===== config.mk =====
export PLATFORM = sky130hd
export DESIGN_NAME = stg_mo_hs
export DESIGN_NICKNAME = d
export VERILOG_FILES = /design/src/rtl/stg_mo_hs.sv
export SDC_FILE = /design/constraint.sdc
export NUM_CORES = 1
export LEC_CHECK = 0
export ABC_CLOCK_PERIOD_IN_PS = 12600
export CAP_MARGIN = 10
export CORE_ASPECT_RATIO = 0.6
export CORE_MARGIN = 2
export CORE_UTILIZATION = 40
export DETAILED_ROUTE_END_ITERATION = 6
export GPL_TIMING_DRIVEN = 0
export PLACE_DENSITY = 0.69
export SLEW_MARGIN = 25
export SYNTH_ARGS = -nofsm -noshare
export SYNTH_HDL_FRONTEND = slang
export SYNTH_SLANG_ARGS = --single-unit

===== constraint.sdc =====
create_clock -name iw_clk -period 12.6 [get_ports iw_clk]
set_input_delay 1.89 -clock iw_clk [delete_from_list [all_inputs] [get_ports iw_clk]]
set_output_delay 1.89 -clock iw_clk [all_outputs]
set_load 0.05 [all_outputs]

===== src/rtl/stg_mo_hs.sv =====
// stg_mo_hs: memory-operation pipeline stage between execute and writeback.
// Issues loads/stores to one of NPORT memory ports with a req/ack handshake.
// While a transaction is outstanding it stalls upstream and emits bubbles.
// Also handles flush, a bounded-wait timeout and a fault report.
module stg_mo_hs #(
  parameter int DATA_W   = 24,
  parameter int ADDR_W   = 24,
  parameter int OPC_W    = 8,
  parameter int TGT_GP_W = 4,
  parameter int TGT_SR_W = 2,
  parameter int NPORT    = 2,
  parameter int MP_W     = 1,
  parameter int TIMEOUT  = 16,
  parameter int NOP_OPC  = 0
) (
  input  logic                     iw_clk,
  input  logic                     iw_rst,
  input  logic                     iw_valid,
  input  logic                     iw_flush,
  input  logic [ADDR_W-1:0]        iw_pc,
  input  logic [DATA_W-1:0]        iw_instr,
  input  logic [OPC_W-1:0]         iw_opc,
  input  logic                     iw_mem_ld,
  input  logic                     iw_mem_st,
  input  logic [MP_W-1:0]          iw_mem_mp,
  input  logic [ADDR_W-1:0]        iw_addr,
  input  logic [DATA_W-1:0]        iw_result,
  input  logic [TGT_GP_W-1:0]      iw_tgt_gp,
  input  logic                     iw_tgt_gp_we,
  input  logic [TGT_SR_W-1:0]      iw_tgt_sr,
  input  logic                     iw_tgt_sr_we,
  output logic                     ow_stall,
  output logic [NPORT-1:0]         ow_mem_req,
  output logic [NPORT-1:0]         ow_mem_we,
  output logic [NPORT*ADDR_W-1:0]  ow_mem_addr,
  output logic [NPORT*DATA_W-1:0]  ow_mem_wdata,
  input  logic [NPORT-1:0]         iw_mem_ack,
  input  logic [NPORT*DATA_W-1:0]  iw_mem_rdata,
  output logic                     ow_valid,
  output logic [ADDR_W-1:0]        ow_pc,
  output logic [DATA_W-1:0]        ow_instr,
  output logic [OPC_W-1:0]         ow_opc,
  output logic [TGT_GP_W-1:0]      ow_tgt_gp,
  output logic                     ow_tgt_gp_we,
  output logic [TGT_SR_W-1:0]      ow_tgt_sr,
  output logic                     ow_tgt_sr_we,
  output logic [DATA_W-1:0]        ow_result,
  output logic                     ow_fault,
  output logic [ADDR_W-1:0]        ow_fault_pc
);

  // Counter only needs to reach TIMEOUT-2: the abort fires on the clock
  // where it would step to TIMEOUT-1, so the request spans TIMEOUT cycles
  // counting the initial issue cycle in IDLE.
  localparam int CNT_W   = (TIMEOUT > 1) ? $clog2(TIMEOUT) : 1;
  localparam int TO_LAST = (TIMEOUT > 1) ? TIMEOUT - 2 : 0;
  localparam logic [OPC_W-1:0] NOP = OPC_W'(NOP_OPC);

  typedef enum logic {
    IDLE = 1'b0,
    WAIT = 1'b1
  } state_t;

  state_t               state_reg;
  logic [CNT_W-1:0]     cnt_reg;
  logic                 kill_reg;

  // Captured instruction for the duration of an outstanding transaction
  logic [ADDR_W-1:0]    hold_pc_reg;
  logic [DATA_W-1:0]    hold_instr_reg;
  logic [OPC_W-1:0]     hold_opc_reg;
  logic                 hold_ld_reg;
  logic                 hold_st_reg;
  logic [MP_W-1:0]      hold_mp_reg;
  logic [ADDR_W-1:0]    hold_addr_reg;
  logic [DATA_W-1:0]    hold_result_reg;
  logic [TGT_GP_W-1:0]  hold_gp_reg;
  logic                 hold_gp_we_reg;
  logic [TGT_SR_W-1:0]  hold_sr_reg;
  logic                 hold_sr_we_reg;

  logic                 in_wait;
  logic                 is_mem;
  logic                 port_ok;
  logic                 issue;
  logic                 req_on;
  logic [MP_W-1:0]      cur_mp;
  logic                 cur_st;
  logic [ADDR_W-1:0]    cur_addr;
  logic [DATA_W-1:0]    cur_wdata;
  logic [NPORT-1:0]     port_hit;
  logic                 ack_hit;
  logic                 to_hit;
  logic [DATA_W-1:0]    rdata_sel;

  assign in_wait  = (state_reg == WAIT);
  assign ow_stall = in_wait;

  assign is_mem  = iw_valid & (iw_mem_ld | iw_mem_st) & ~iw_flush;
  assign port_ok = (int'(iw_mem_mp) < NPORT);
  assign issue   = ~in_wait & is_mem & port_ok;
  assign req_on  = issue | in_wait;

  // In WAIT the bus is driven from the hold registers, in IDLE from the input
  assign cur_mp    = in_wait ? hold_mp_reg     : iw_mem_mp;
  assign cur_st    = in_wait ? hold_st_reg     : iw_mem_st;
  assign cur_addr  = in_wait ? hold_addr_reg   : iw_addr;
  assign cur_wdata = in_wait ? hold_result_reg : iw_result;

  // Per-port drive: only the selected port sees non-zero fields
  for (genvar gi = 0; gi < NPORT; gi++) begin : g_port
    assign port_hit[gi]                       = req_on && (int'(cur_mp) == gi);
    assign ow_mem_req[gi]                     = port_hit[gi];
    assign ow_mem_we[gi]                      = port_hit[gi] & cur_st;
    assign ow_mem_addr[gi*ADDR_W +: ADDR_W]   = port_hit[gi] ? cur_addr  : '0;
    assign ow_mem_wdata[gi*DATA_W +: DATA_W]  = port_hit[gi] ? cur_wdata : '0;
  end

  // An ack only counts on the port currently being requested
  assign ack_hit = |(iw_mem_ack & port_hit);

  // Read-data mux for the active port
  always_comb begin
    rdata_sel = '0;
    for (int p = 0; p < NPORT; p++) begin
      if (int'(cur_mp) == p) rdata_sel = iw_mem_rdata[p*DATA_W +: DATA_W];
    end
  end

  if (TIMEOUT != 0) begin : g_to
    assign to_hit = in_wait & ~ack_hit & (cnt_reg >= CNT_W'(TO_LAST));
  end else begin : g_no_to
    assign to_hit = 1'b0;
  end

  // FSM, hold registers and registered outputs
  always_ff @(posedge iw_clk or posedge iw_rst) begin
    if (iw_rst) begin
      state_reg       <= IDLE;
      cnt_reg         <= '0;
      kill_reg        <= 1'b0;
      hold_pc_reg     <= '0;
      hold_instr_reg  <= '0;
      hold_opc_reg    <= '0;
      hold_ld_reg     <= 1'b0;
      hold_st_reg     <= 1'b0;
      hold_mp_reg     <= '0;
      hold_addr_reg   <= '0;
      hold_result_reg <= '0;
      hold_gp_reg     <= '0;
      hold_gp_we_reg  <= 1'b0;
      hold_sr_reg     <= '0;
      hold_sr_we_reg  <= 1'b0;
      ow_valid        <= 1'b0;
      ow_pc           <= '0;
      ow_instr        <= '0;
      ow_opc          <= NOP;
      ow_tgt_gp       <= '0;
      ow_tgt_gp_we    <= 1'b0;
      ow_tgt_sr       <= '0;
      ow_tgt_sr_we    <= 1'b0;
      ow_result       <= '0;
      ow_fault        <= 1'b0;
      ow_fault_pc     <= '0;
    end else begin
      ow_fault <= 1'b0;
      case (state_reg)
        IDLE: begin
          cnt_reg  <= '0;
          kill_reg <= 1'b0;
          if (!iw_valid || iw_flush) begin
            ow_valid     <= 1'b0;
            ow_tgt_gp_we <= 1'b0;
            ow_tgt_sr_we <= 1'b0;
            ow_opc       <= NOP;
          end else if (is_mem && !port_ok) begin
            ow_valid     <= 1'b0;
            ow_tgt_gp_we <= 1'b0;
            ow_tgt_sr_we <= 1'b0;
            ow_opc       <= NOP;
            ow_fault     <= 1'b1;
            ow_fault_pc  <= iw_pc;
          end else if (is_mem && !ack_hit) begin
            hold_pc_reg     <= iw_pc;
            hold_instr_reg  <= iw_instr;
            hold_opc_reg    <= iw_opc;
            hold_ld_reg     <= iw_mem_ld;
            hold_st_reg     <= iw_mem_st;
            hold_mp_reg     <= iw_mem_mp;
            hold_addr_reg   <= iw_addr;
            hold_result_reg <= iw_result;
            hold_gp_reg     <= iw_tgt_gp;
            hold_gp_we_reg  <= iw_tgt_gp_we;
            hold_sr_reg     <= iw_tgt_sr;
            hold_sr_we_reg  <= iw_tgt_sr_we;
            ow_valid        <= 1'b0;
            ow_tgt_gp_we    <= 1'b0;
            ow_tgt_sr_we    <= 1'b0;
            ow_opc          <= NOP;
            state_reg       <= WAIT;
          end else begin
            // Non-memory instruction, or zero-wait memory completion
            ow_valid     <= 1'b1;
            ow_pc        <= iw_pc;
            ow_instr     <= iw_instr;
            ow_opc       <= iw_opc;
            ow_tgt_gp    <= iw_tgt_gp;
            ow_tgt_gp_we <= iw_tgt_gp_we;
            ow_tgt_sr    <= iw_tgt_sr;
            ow_tgt_sr_we <= iw_tgt_sr_we;
            ow_result    <= (is_mem && iw_mem_ld) ? rdata_sel : iw_result;
          end
        end
        WAIT: begin
          if (iw_flush) kill_reg <= 1'b1;
          if (ack_hit) begin
            state_reg <= IDLE;
            if (kill_reg || iw_flush) begin
              // Transaction finished on the bus but its writeback is dropped
              ow_valid     <= 1'b0;
              ow_tgt_gp_we <= 1'b0;
              ow_tgt_sr_we <= 1'b0;
              ow_opc       <= NOP;
            end else begin
              ow_valid     <= 1'b1;
              ow_pc        <= hold_pc_reg;
              ow_instr     <= hold_instr_reg;
              ow_opc       <= hold_opc_reg;
              ow_tgt_gp    <= hold_gp_reg;
              ow_tgt_gp_we <= hold_gp_we_reg;
              ow_tgt_sr    <= hold_sr_reg;
              ow_tgt_sr_we <= hold_sr_we_reg;
              ow_result    <= hold_ld_reg ? rdata_sel : hold_result_reg;
            end
          end else if (to_hit) begin
            state_reg    <= IDLE;
            ow_valid     <= 1'b0;
            ow_tgt_gp_we <= 1'b0;
            ow_tgt_sr_we <= 1'b0;
            ow_opc       <= NOP;
            ow_fault     <= 1'b1;
            ow_fault_pc  <= hold_pc_reg;
          end else begin
            ow_valid     <= 1'b0;
            ow_tgt_gp_we <= 1'b0;
            ow_tgt_sr_we <= 1'b0;
            ow_opc       <= NOP;
            cnt_reg      <= cnt_reg + CNT_W'(1);
          end
        end
        default: state_reg <= IDLE;
      endcase
    end
  end

endmodule

==> impl_metrics.yaml <==
outcome:
  status: "complete, no violations"
placed_design:
  dp_hpwl_mm: 30.2
  place.gp.congestion: 0.910
  portBuffers: 382
cts:
  h-tree-depth: 1
  postCtsHoldBufs: 0
  clkTransAtPathRegs_ns: 0.06
  post_cts_buffers: 0
  cts_resized: 0
  clk_path_buf_depth: 3
  cts_root_buffer: "clkbuf_16"
  numCtsBuffers: 24
  clock_latency_ns: 0.52
  cts_tree: "built"
  clkSinkCount: 235
run:
  cap_violations: 0
worst_setup_path:
  critPathArrivalTime_ns: 5.53
  endpoint_kind: "primary output"
  critical-path-max-stage-delay_ns: 0.89
  crit_slowest_cell: "clkdlybuf4s50_1"
  cp.buffers_inverters: 5
  start_kind: "input pin"
  path_cells: "clkdlybuf4s50_1 > mux2i_4 > clkbuf_1 > buf_2 > nand2_1 > clkbuf_1 > nor2_1 > clkdlybuf4s50_1"
  worstSetupPathType: "in -> out"
  cp.required_ns: 10.71
  critical_path.top_delay_family: "buffers and inverters"
  crit_fanout: 10
cells_and_area:
  layout_common_cells: "clkdlybuf4s50_1, mux2_2, dfrtp_1"
  final_nets: 1586
  drive_above_1_share_pct: 21.9
  num-fill-cells: 2592
  final_common_cell: "clkdlybuf4s50_1"
  area_growth_pct: 42.7
synth:
  synth_edf_count: 0
  synth_area_mm2: 0.0122
  synth_fa_ha_area_share_pct: 0.205
  synth_fp_nets: 1176
  synth_xor_area_share_pct: 0
  synth_top_family_by_area: "multiplexers"
  muxShareOfSynthArea_pct: 33.6
  yosys.area_share.simple_pct: 10.2
  ys.flop_type: "dfrtp_1"
  synthCells: 1005
  ys_async_sr_fraction_pct: 100
  synth.yosys.seq_area_share_pct: 48.1
  yosys_warnings: 0
  synth_seq_cells: 235
  synth-compound-area-share_pct: 4.59
  synth_area_per_cell_um2: 12.2
  synth_cell_types: 32
timing:
  rsz0062_at_grt: "no"
  drv_slew: 0
  fin_worst_skew_ns: 0.0144
  max_slew.worst_pin.slew_ns: 1.01
  hold-worst-slack_ns: 0.481
  tns_ns: 0
  finalSetupViolCount: 0
  period_share_pct: 58.9
  maxSlewHeadroom_pct: 33.0
  max_freq_mhz: 135
  min_period_ns: 7.42
  finalHoldViolations: 0
pwr:
  p_leak_nw: 7.16
  p_per_area_mw_per_mm2: 177
  ir_worst_vdd_mv: 0.115
routing:
  vias: 9835
  dr.pass1.iters: 4
  wl_mm: 39.5
  drt_iter0_drc: 695
  final_antenna_net_count: 0
  wl_per_cell_um: 21.4
  vias_per_cell: 5.34
  drc: 0
grt:
  grt_max_degree: 94
  grt-ovfl-total: 0
  antenna_found_initial: 7
  grt_use_total_pct: 24.5
  grt_pass1_vias: 10200
  grt_pass1_wl_mm: 60.9
floorplanning:
  start_util_pct: 40.7
  fp.coreArea_mm2: 0.0300
  die_w_um: 230
  pin_count: 384
  dieArea_mm2: 0.0320
  num_rows: 49
  chipHeight_um: 139
min_path:
  hp-class: "reg -> reg"
-- worst register-to-register path, delay by kind of cell, from the launching register on --
family	cells	cell delay, ns
buffers and inverters	3	0.80
muxes	3	1.02
DFF	1	0.36
AOI/OAI and AO/OA	1	0.56
-- cells in the mapped netlist (2+ instances only) --
| cell | instances | share of area (%) |
|---|---|---|
| dfrtp_1 | 235 | 48 |
| a21oi_1 | 3 | 0.12 |
| nand2b_1 | 51 | 2.6 |
| o22ai_1 | 24 | 1.2 |
| o21ai_0 | 51 | 2.1 |
| or3_1 | 2 | 0.10 |
| ha_1 | 2 | 0.20 |
| mux2_2 | 245 | 23 |
| clkbuf_1 | 55 | 1.7 |
| mux2i_1 | 75 | 6.1 |
| nand2_1 | 3 | 0.092 |
| buf_1 | 3 | 0.092 |
| nor4bb_1 | 48 | 3.9 |
| inv_1 | 5 | 0.15 |
| buf_6 | 6 | 0.55 |
| buf_4 | 2 | 0.12 |
| buf_2 | 17 | 0.70 |
| nor2_1 | 105 | 3.2 |
| o21bai_1 | 2 | 0.12 |
| mux2_1 | 50 | 4.6 |
| a22o_1 | 10 | 0.72 |
-- worst paths after layout --
| path | start | endpoint | slack [ns] | cells past startpoint |
|---|---|---|---|---|
| max in group asynchronous | iw_rst | hold_opc_reg[7] | 9.92 | 3 |
| min reg2reg | kill_reg | kill_reg | 0.48 | 2 |
| max | iw_mem_mp | ow_mem_wdata[1] | 5.18 | 8 |
| max reg2reg | ow_stall | ow_pc[9] | 9.75 | 7 |
| min | kill_reg | kill_reg | 0.48 | 2 |
| min in group asynchronous | iw_rst | ow_fault_pc[4] | 1.83 | 2 |
-- cell families (layout without fill, tap and decap cells) --
logic type,after synthesis,in the layout
multiplexers,372,372
AND/OR/NAND/NOR,214,214
adder cells (fa/ha/maj),2,2
buffers and inverters,88,513
AO/OA/AOI/OAI,94,94
flip-flops,235,235
other,0,5
-- per-stage QoR --
stage          power (mW)  instances  utilization, %  setup WS [ns]  area, um^2
5_1_grt              3.23       1842            58.1           5.08       17500
2_1_floorplan        1.89       1005               -           4.26       12200
4_1_cts              3.11       1838            58.1           5.26       17400
3_3_place_gp         2.32       1795            55.1          0.846       16600
6_report             3.09       1843            58.1           5.18       17500
3_5_place_dp         2.35       1797            55.4           5.26       16600
-- per-layer routing --
layer	track usage, %	up-vias	routed length (um)
li1	-	4434	-
met5	0	-	13
met4	6.96	2	1190
met2	36.5	346	17000
met3	5.49	70	2620
met1	35.8	4983	18700
-- where the power goes --
group	total, mW	internal, mW	leakage [nW]	switching [mW]
Sequential	1.09	0.968	2.88	0.119
Clock	0.754	0.451	0.407	0.303
Combinational	1.25	0.493	3.87	0.757
Total	3.09	1.91	7.16	1.18
-- cell type report --
type / count / area [um^2] / area share, %
sequential: 235 / 5880 / 33.7
tap: 408 / 510 / 2.92
multi-input combinational: 682 / 5950 / 34.1
antenna: 5 / 12.5 / 0.0717
clock buffer: 34 / 709 / 4.06
buffer: 83 / 385 / 2.21
clock inverter: 7 / 110 / 0.631
timing repair buffer: 384 / 3880 / 22.2
inverter: 5 / 26.3 / 0.150
No activity file was read; power rests on OpenSTA's default activity.
